### config.mk
export PLATFORM = sky130hd
export DESIGN_NAME = muldiv_sequencer
export DESIGN_NICKNAME = d
export VERILOG_FILES = /design/src/rtl/muldiv_pkg.sv /design/src/rtl/muldiv_sequencer_div_step.sv /design/src/rtl/muldiv_sequencer.sv
export SDC_FILE = /design/constraint.sdc
export NUM_CORES = 2
export LEC_CHECK = 0
export ABC_AREA = 1
export BUFFER_PORTS_ARGS = -buffer_cell sky130_fd_sc_hd__buf_2
export CAP_MARGIN = 40
export CORE_UTILIZATION = 60
export CTS_CLUSTER_DIAMETER = 40
export DETAILED_ROUTE_END_ITERATION = 8
export PLACE_DENSITY = 0.87
export REMOVE_ABC_BUFFERS = 1
export SYNTH_ARGS = -nofsm -noshare
export SYNTH_HDL_FRONTEND = slang
export SYNTH_SLANG_ARGS = --single-unit
### constraint.sdc
create_clock -name clk -period 7.88 [get_ports clk]
set_input_delay 0.394 -clock clk [delete_from_list [all_inputs] [get_ports clk]]
set_output_delay 0.394 -clock clk [all_outputs]
set_load 0.03 [all_outputs]
### src/rtl/muldiv_pkg.sv
// Shared types and constants for the RV32M multiply/divide sequencer.
package muldiv_pkg;

    localparam int          DIV_ITERS = 32;
    localparam logic [31:0] INT_MIN   = 32'h8000_0000;
    localparam logic [31:0] NEG_ONE   = 32'hFFFF_FFFF;

    typedef enum logic [2:0] {
        OP_MUL    = 3'd0,
        OP_MULH   = 3'd1,
        OP_MULHSU = 3'd2,
        OP_MULHU  = 3'd3,
        OP_DIV    = 3'd4,
        OP_DIVU   = 3'd5,
        OP_REM    = 3'd6,
        OP_REMU   = 3'd7
    } muldiv_op_e;

    typedef enum logic [2:0] {
        S_IDLE,
        S_MUL,
        S_DIV,
        S_FIX,
        S_DONE
    } muldiv_state_e;

    // Magnitude of v when treated as signed (sgn=1); INT_MIN maps to 2^31 unsigned.
    function automatic logic [31:0] abs32(input logic [31:0] v, input logic sgn);
        return (sgn && v[31]) ? (~v + 32'd1) : v;
    endfunction

endpackage

### src/rtl/muldiv_sequencer_div_step.sv
// One combinational restoring-division iteration: shift in the next dividend bit, trial-subtract.
module div_step (
    input  logic [32:0] rem,
    input  logic [31:0] quo,
    input  logic [31:0] divisor,
    output logic [32:0] rem_next,
    output logic [31:0] quo_next
);

    logic [33:0] shifted;
    logic [33:0] diff;

    always_comb begin
        shifted = {rem, quo[31]};
        diff    = shifted - {2'b00, divisor};
        // Borrow out of the trial subtraction means the divisor did not fit: restore.
        if (!diff[33]) begin
            rem_next = diff[32:0];
            quo_next = {quo[30:0], 1'b1};
        end else begin
            rem_next = shifted[32:0];
            quo_next = {quo[30:0], 1'b0};
        end
    end

endmodule

### src/rtl/muldiv_sequencer.sv
// Multi-cycle RV32M execute unit: registered multiply, iterative restoring divide.
// Optional macro DIV_EARLY_OUT_EN lets trivial divides skip the iteration and fix-up states.
module muldiv_sequencer
    import muldiv_pkg::*;
#(
    parameter int XLEN               = 32,
    parameter int DIV_BITS_PER_CYCLE = 1
) (
    input  logic            clk,
    input  logic            rst_n,
    input  logic            start,
    input  logic [2:0]      op,
    input  logic [XLEN-1:0] a,
    input  logic [XLEN-1:0] b,
    input  logic            kill,
    output logic            busy,
    output logic            done,
    output logic [XLEN-1:0] result
);

    localparam int          N        = DIV_ITERS / DIV_BITS_PER_CYCLE;
    localparam logic [4:0]  CNT_INIT = 5'(N - 1);

    muldiv_state_e state_reg, state_next;
    muldiv_op_e    op_reg;
    logic [31:0]   a_reg, b_reg;
    logic [32:0]   rem_reg;
    logic [31:0]   quo_reg;
    logic [4:0]    cnt_reg;
    logic [63:0]   prod_reg;
    logic [31:0]   result_reg;
    logic          done_reg;

    logic          accept;
    logic          early;
    logic [32:0]   init_rem;
    logic [31:0]   init_quo;
    logic          div_signed;
    logic [31:0]   b_mag;
    logic [63:0]   mul_a, mul_b, mul_prod;
    logic [31:0]   fix_quo, fix_rem;
    logic [31:0]   result_sel;

    logic [32:0]   rem_chain [0:DIV_BITS_PER_CYCLE];
    logic [31:0]   quo_chain [0:DIV_BITS_PER_CYCLE];

    // The done cycle still counts as busy, so a new start is only taken once done has dropped.
    assign accept = start && !kill && (state_reg == S_IDLE) && !done_reg;
    assign busy   = (state_reg != S_IDLE) || done_reg;
    assign done   = done_reg;
    assign result = result_reg;

    // Initial divider contents at accept; early-out divides load their final answer directly.
    always_comb begin
        early    = 1'b0;
        init_rem = 33'd0;
        init_quo = abs32(a, ~op[0]);
`ifdef DIV_EARLY_OUT_EN
        if (op[2]) begin
            if (b == 32'd0) begin
                early    = 1'b1;
                init_quo = NEG_ONE;
                init_rem = {1'b0, a};
            end else if (!op[0] && (a == INT_MIN) && (b == NEG_ONE)) begin
                early    = 1'b1;
                init_quo = INT_MIN;
                init_rem = 33'd0;
            end else if (abs32(b, ~op[0]) > abs32(a, ~op[0])) begin
                early    = 1'b1;
                init_quo = 32'd0;
                init_rem = {1'b0, a};
            end
        end
`endif
    end

    always_comb begin
        state_next = state_reg;
        if (kill) begin
            state_next = S_IDLE;
        end else begin
            case (state_reg)
                S_IDLE: if (accept) state_next = !op[2] ? S_MUL : (early ? S_DONE : S_DIV);
                S_MUL:  state_next = S_DONE;
                S_DIV:  if (cnt_reg == 5'd0) state_next = S_FIX;
                S_FIX:  state_next = S_DONE;
                S_DONE: state_next = S_IDLE;
                default: state_next = S_IDLE;
            endcase
        end
    end

    always_ff @(posedge clk or negedge rst_n) begin
        if (!rst_n) state_reg <= S_IDLE;
        else        state_reg <= state_next;
    end

    // Operands are extended to 64 bits by signedness so one unsigned multiply covers all four ops.
    assign div_signed = ~op_reg[0];
    assign b_mag      = abs32(b_reg, div_signed);
    assign mul_a      = {{32{(op_reg != OP_MULHU) && a_reg[31]}}, a_reg};
    assign mul_b      = {{32{(op_reg == OP_MUL || op_reg == OP_MULH) && b_reg[31]}}, b_reg};
    assign mul_prod   = mul_a * mul_b;

    assign rem_chain[0] = rem_reg;
    assign quo_chain[0] = quo_reg;

    generate
        for (genvar gi = 0; gi < DIV_BITS_PER_CYCLE; gi++) begin : g_step
            div_step u_step (
                .rem      (rem_chain[gi]),
                .quo      (quo_chain[gi]),
                .divisor  (b_mag),
                .rem_next (rem_chain[gi+1]),
                .quo_next (quo_chain[gi+1])
            );
        end
    endgenerate

    always_comb begin
        fix_quo = ((div_signed && a_reg[31]) ^ (div_signed && b_reg[31])) ? (~quo_reg + 32'd1) : quo_reg;
        fix_rem = (div_signed && a_reg[31]) ? (~rem_reg[31:0] + 32'd1) : rem_reg[31:0];
        if (b_reg == 32'd0) begin
            fix_quo = NEG_ONE;
            fix_rem = a_reg;
        end else if (div_signed && (a_reg == INT_MIN) && (b_reg == NEG_ONE)) begin
            fix_quo = INT_MIN;
            fix_rem = 32'd0;
        end
    end

    always_comb begin
        case (op_reg)
            OP_MUL:                 result_sel = prod_reg[31:0];
            OP_MULH, OP_MULHSU,
            OP_MULHU:               result_sel = prod_reg[63:32];
            OP_DIV, OP_DIVU:        result_sel = quo_reg;
            default:                result_sel = rem_reg[31:0];
        endcase
    end

    always_ff @(posedge clk or negedge rst_n) begin
        if (!rst_n) begin
            op_reg     <= OP_MUL;
            a_reg      <= '0;
            b_reg      <= '0;
            rem_reg    <= '0;
            quo_reg    <= '0;
            cnt_reg    <= '0;
            prod_reg   <= '0;
            result_reg <= '0;
            done_reg   <= 1'b0;
        end else begin
            done_reg <= 1'b0;
            if (accept) begin
                op_reg  <= muldiv_op_e'(op);
                a_reg   <= a;
                b_reg   <= b;
                cnt_reg <= CNT_INIT;
                rem_reg <= init_rem;
                quo_reg <= init_quo;
            end else if (!kill) begin
                case (state_reg)
                    S_MUL: prod_reg <= mul_prod;
                    S_DIV: begin
                        rem_reg <= rem_chain[DIV_BITS_PER_CYCLE];
                        quo_reg <= quo_chain[DIV_BITS_PER_CYCLE];
                        cnt_reg <= cnt_reg - 5'd1;
                    end
                    S_FIX: begin
                        quo_reg <= fix_quo;
                        rem_reg <= {1'b0, fix_rem};
                    end
                    S_DONE: begin
                        result_reg <= result_sel;
                        done_reg   <= 1'b1;
                    end
                    default: ;
                endcase
            end
        end
    end

endmodule
==> run summary <==
Outcome: finished clean
Max-Cap Viols: 0
Die ar.: 95400 um2
Synth area leader: fa_1
M1 wire length: 70900 um
Critical Path, Cell by Cell: buf_4, nand2_1, fa_1, fa_1, fa_1, inv_1, fa_1, inv_1, fa_1, fa_1, fa_1, inv_1, fa_1, ha_1, a21oi_1, o21ai_0, a21oi_1, nor2_1, nor2_1, nand3_1, or2_2, nand3_1, nand2_1
Highest routed layer: met5
Number of top-level pins: 105
Register area: 5940 um2
Final core occ: 0.663
Most common flop cell mapped by yosys: dfrtp_1
Worst Setup End Kind: register
Number of port buffers: 104
Area grow syn2layout: 9.58%
Synth Warn #: 0
Critical Path Source: a_reg[6]
Worst-Skew Late Latency: 0.63 ns
CTS HTree Levels: 2
Seq cells post-synth: 237
Initial DRC Count: 5764
Met3 wire length: 23500 um
Via density: 5.84
DP Area: 60100 um2
Die W: 309 um
TritonCTS Buffers: 47
Critical path's slowest cell: dfrtp_1
CP Data Required Time: 8.39 ns
Final period util: 0.970
R2r startpoint: a_reg[6]
Commonest cells after routing, fill and taps aside: 2027 x nand2_1, 1747 x inv_1, 1123 x fa_1, 478 x nor2_1, 349 x nand3_1
Post-synth EDFFs: 0
Row Count: 112
Commonest non-fill, non-tap cell in the layout: nand2_1
Post-synth top area share: 0.399
Arr. time, crit path: 8.16 ns
Crit path max fanout: 8
Clock-pin slew on the worst setup and hold paths: 0.06 ns
Final wirelength: 201000 um
Final hold viol count: 0
Clock tree buffer depth: 3
Final setup viols: 0
Sink Count: 237
DRC viols: 0
Max Clock Skew: 0.0638 ns
Worst reg2reg path depth: 23
Root Driver: clkbuf_16
Shortest period the worst path allows: 7.65 ns
DR vias: 52048
Inst Count DP: 8812
Worst Setup EP: prod_reg[40]
CP peak stage delay: 0.81 ns
Hpwl dp: 163000 um
Slew margin rel.: 0.334
Synth Area per Inst: 7.51 um2
FF-to-FF setup slack: 0.23 ns
Synthesized cell area: 56500 um2
Ys async rst share: 1.00
Main area contributors after synthesis: fa_1 40%, nand2_1 13%, inv_1 12%
Met2 wire length: 89700 um
First-pass GRT wire length: 310000 um
Area occupied by multi-input gates: 42500 um2
Setup TNS: 0 ns
RePlAce Congestion: 1.07
Slew @ Worst Pin: 0.999 ns
CTS tree: built
Slew Limit Fails: 0
Total congestion overflow: 0
FF-to-FF End: prod_reg[40]
Finished Layout Cells: 8917
Vias in the first global route: 54859
DR WL/cell: 22.5 um
Largest net degree at the start of global routing: 120
Fill count: 7718
Final nets: 9065
Layout cells sized above 1: 0.0785
Antenna violations before repair: 10
CORE AREA: 93300 um2
Register area share after synthesis: 0.105
Critical Path Most Common Cell: fa_1
Max reg flops: 64
Antenna viol nets, final: 0
Number of library cell types mapped by synthesis: 54
GR Util All Layers: 0.433
Worst Hold Class: primary input to register
F_max: 0.131 GHz
First drt pass iteration count: 8
Die span in y: 309 um
Crit path launch type: register
Cell count after synthesis: 7521
Initial Util: 0.605
Setup CP Type: register to register
Design area: 61900 um2
==> cells in the mapped netlist, types with 51 or more instances <==
cell type and number:
a21oi_1 177, buf_1 52, buf_2 51, clkbuf_1 243, dfrtp_1 237, fa_1 1126
ha_1 251, inv_1 1750, nand2_1 2028, nand3_1 349, nand4_1 65, nor2_1 486
o21ai_0 302, xor2_1 83
==> area by class of cell <==
cell class | count | area share
timing repair inverter | 1 | 0.000121
antenna | 8 | 0.000323
timing repair buffer | 410 | 0.0589
sequential | 237 | 0.0959
clock inverter | 38 | 0.00689
tap | 1254 | 0.0253
inverter | 1761 | 0.107
clock buffer | 49 | 0.0191
multi-input combinational | 5159 | 0.686
==> worst max-delay path, delay by kind of cell, from the launching register on <==
| family | cells | cell delay (ns) |
|---|---|---|
| adders and majority gates | 9 | 4.35 |
| and+or+nand+nor | 7 | 1.07 |
| DFF | 1 | 0.81 |
| AOI/OAI and AO/OA | 3 | 0.78 |
| buffers and inverters | 4 | 0.50 |
==> per-stage QoR <==
| step | hold slack, ns | setup slack (ns) |
|---|---|---|
| 5_1_grt | 0.0389 | -0.0121 |
| 2_1_floorplan | 0.0984 | -0.0256 |
| 3_3_place_gp | 0.462 | 0.0958 |
| 4_1_cts | 0.0154 | 0.0237 |
| 6_report | 0.0307 | 0.234 |
| 3_5_place_dp | 0.468 | -0.00633 |
==> repair_timing <==
action	in CTS	in global routing
endpoints found under the hold margin	118	0
resized for setup	1	21
gates cloned	0	1
hold buffers	1	0
setup buffers	4	3
endpoints found under the setup margin	1	29
==> metal layers <==
metal	vias up	track usage
met1	25306	0.541
met3	957	0.0965
met2	3458	0.678
met4	2	0.292
li1	22325	-
met5	-	0
==> cell families after synthesis <==
family | synth area share
simple gates | 0.222
flops | 0.105
xor+xnor | 0.0169
compound gates | 0.0580
buf+inv | 0.144
fa+ha+maj | 0.455
==> worst min path at each step <==
stage	startpoint	endpoint	slack, ns	cells after the start
global route	b[29]	b_reg[29]	0.04	3
floorplan	rst_n	a_reg[0]	0.1	0
detailed placement	prod_reg[46]	prod_reg[46]	0.47	2
CTS	b[29]	b_reg[29]	0.02	3
finish	b[29]	b_reg[29]	0.03	3
global placement	prod_reg[4]	prod_reg[4]	0.46	2
Power is left out: the tool's default activity adds up to more than one toggle a clock period on the data nets, which glitch-free logic cannot reach.
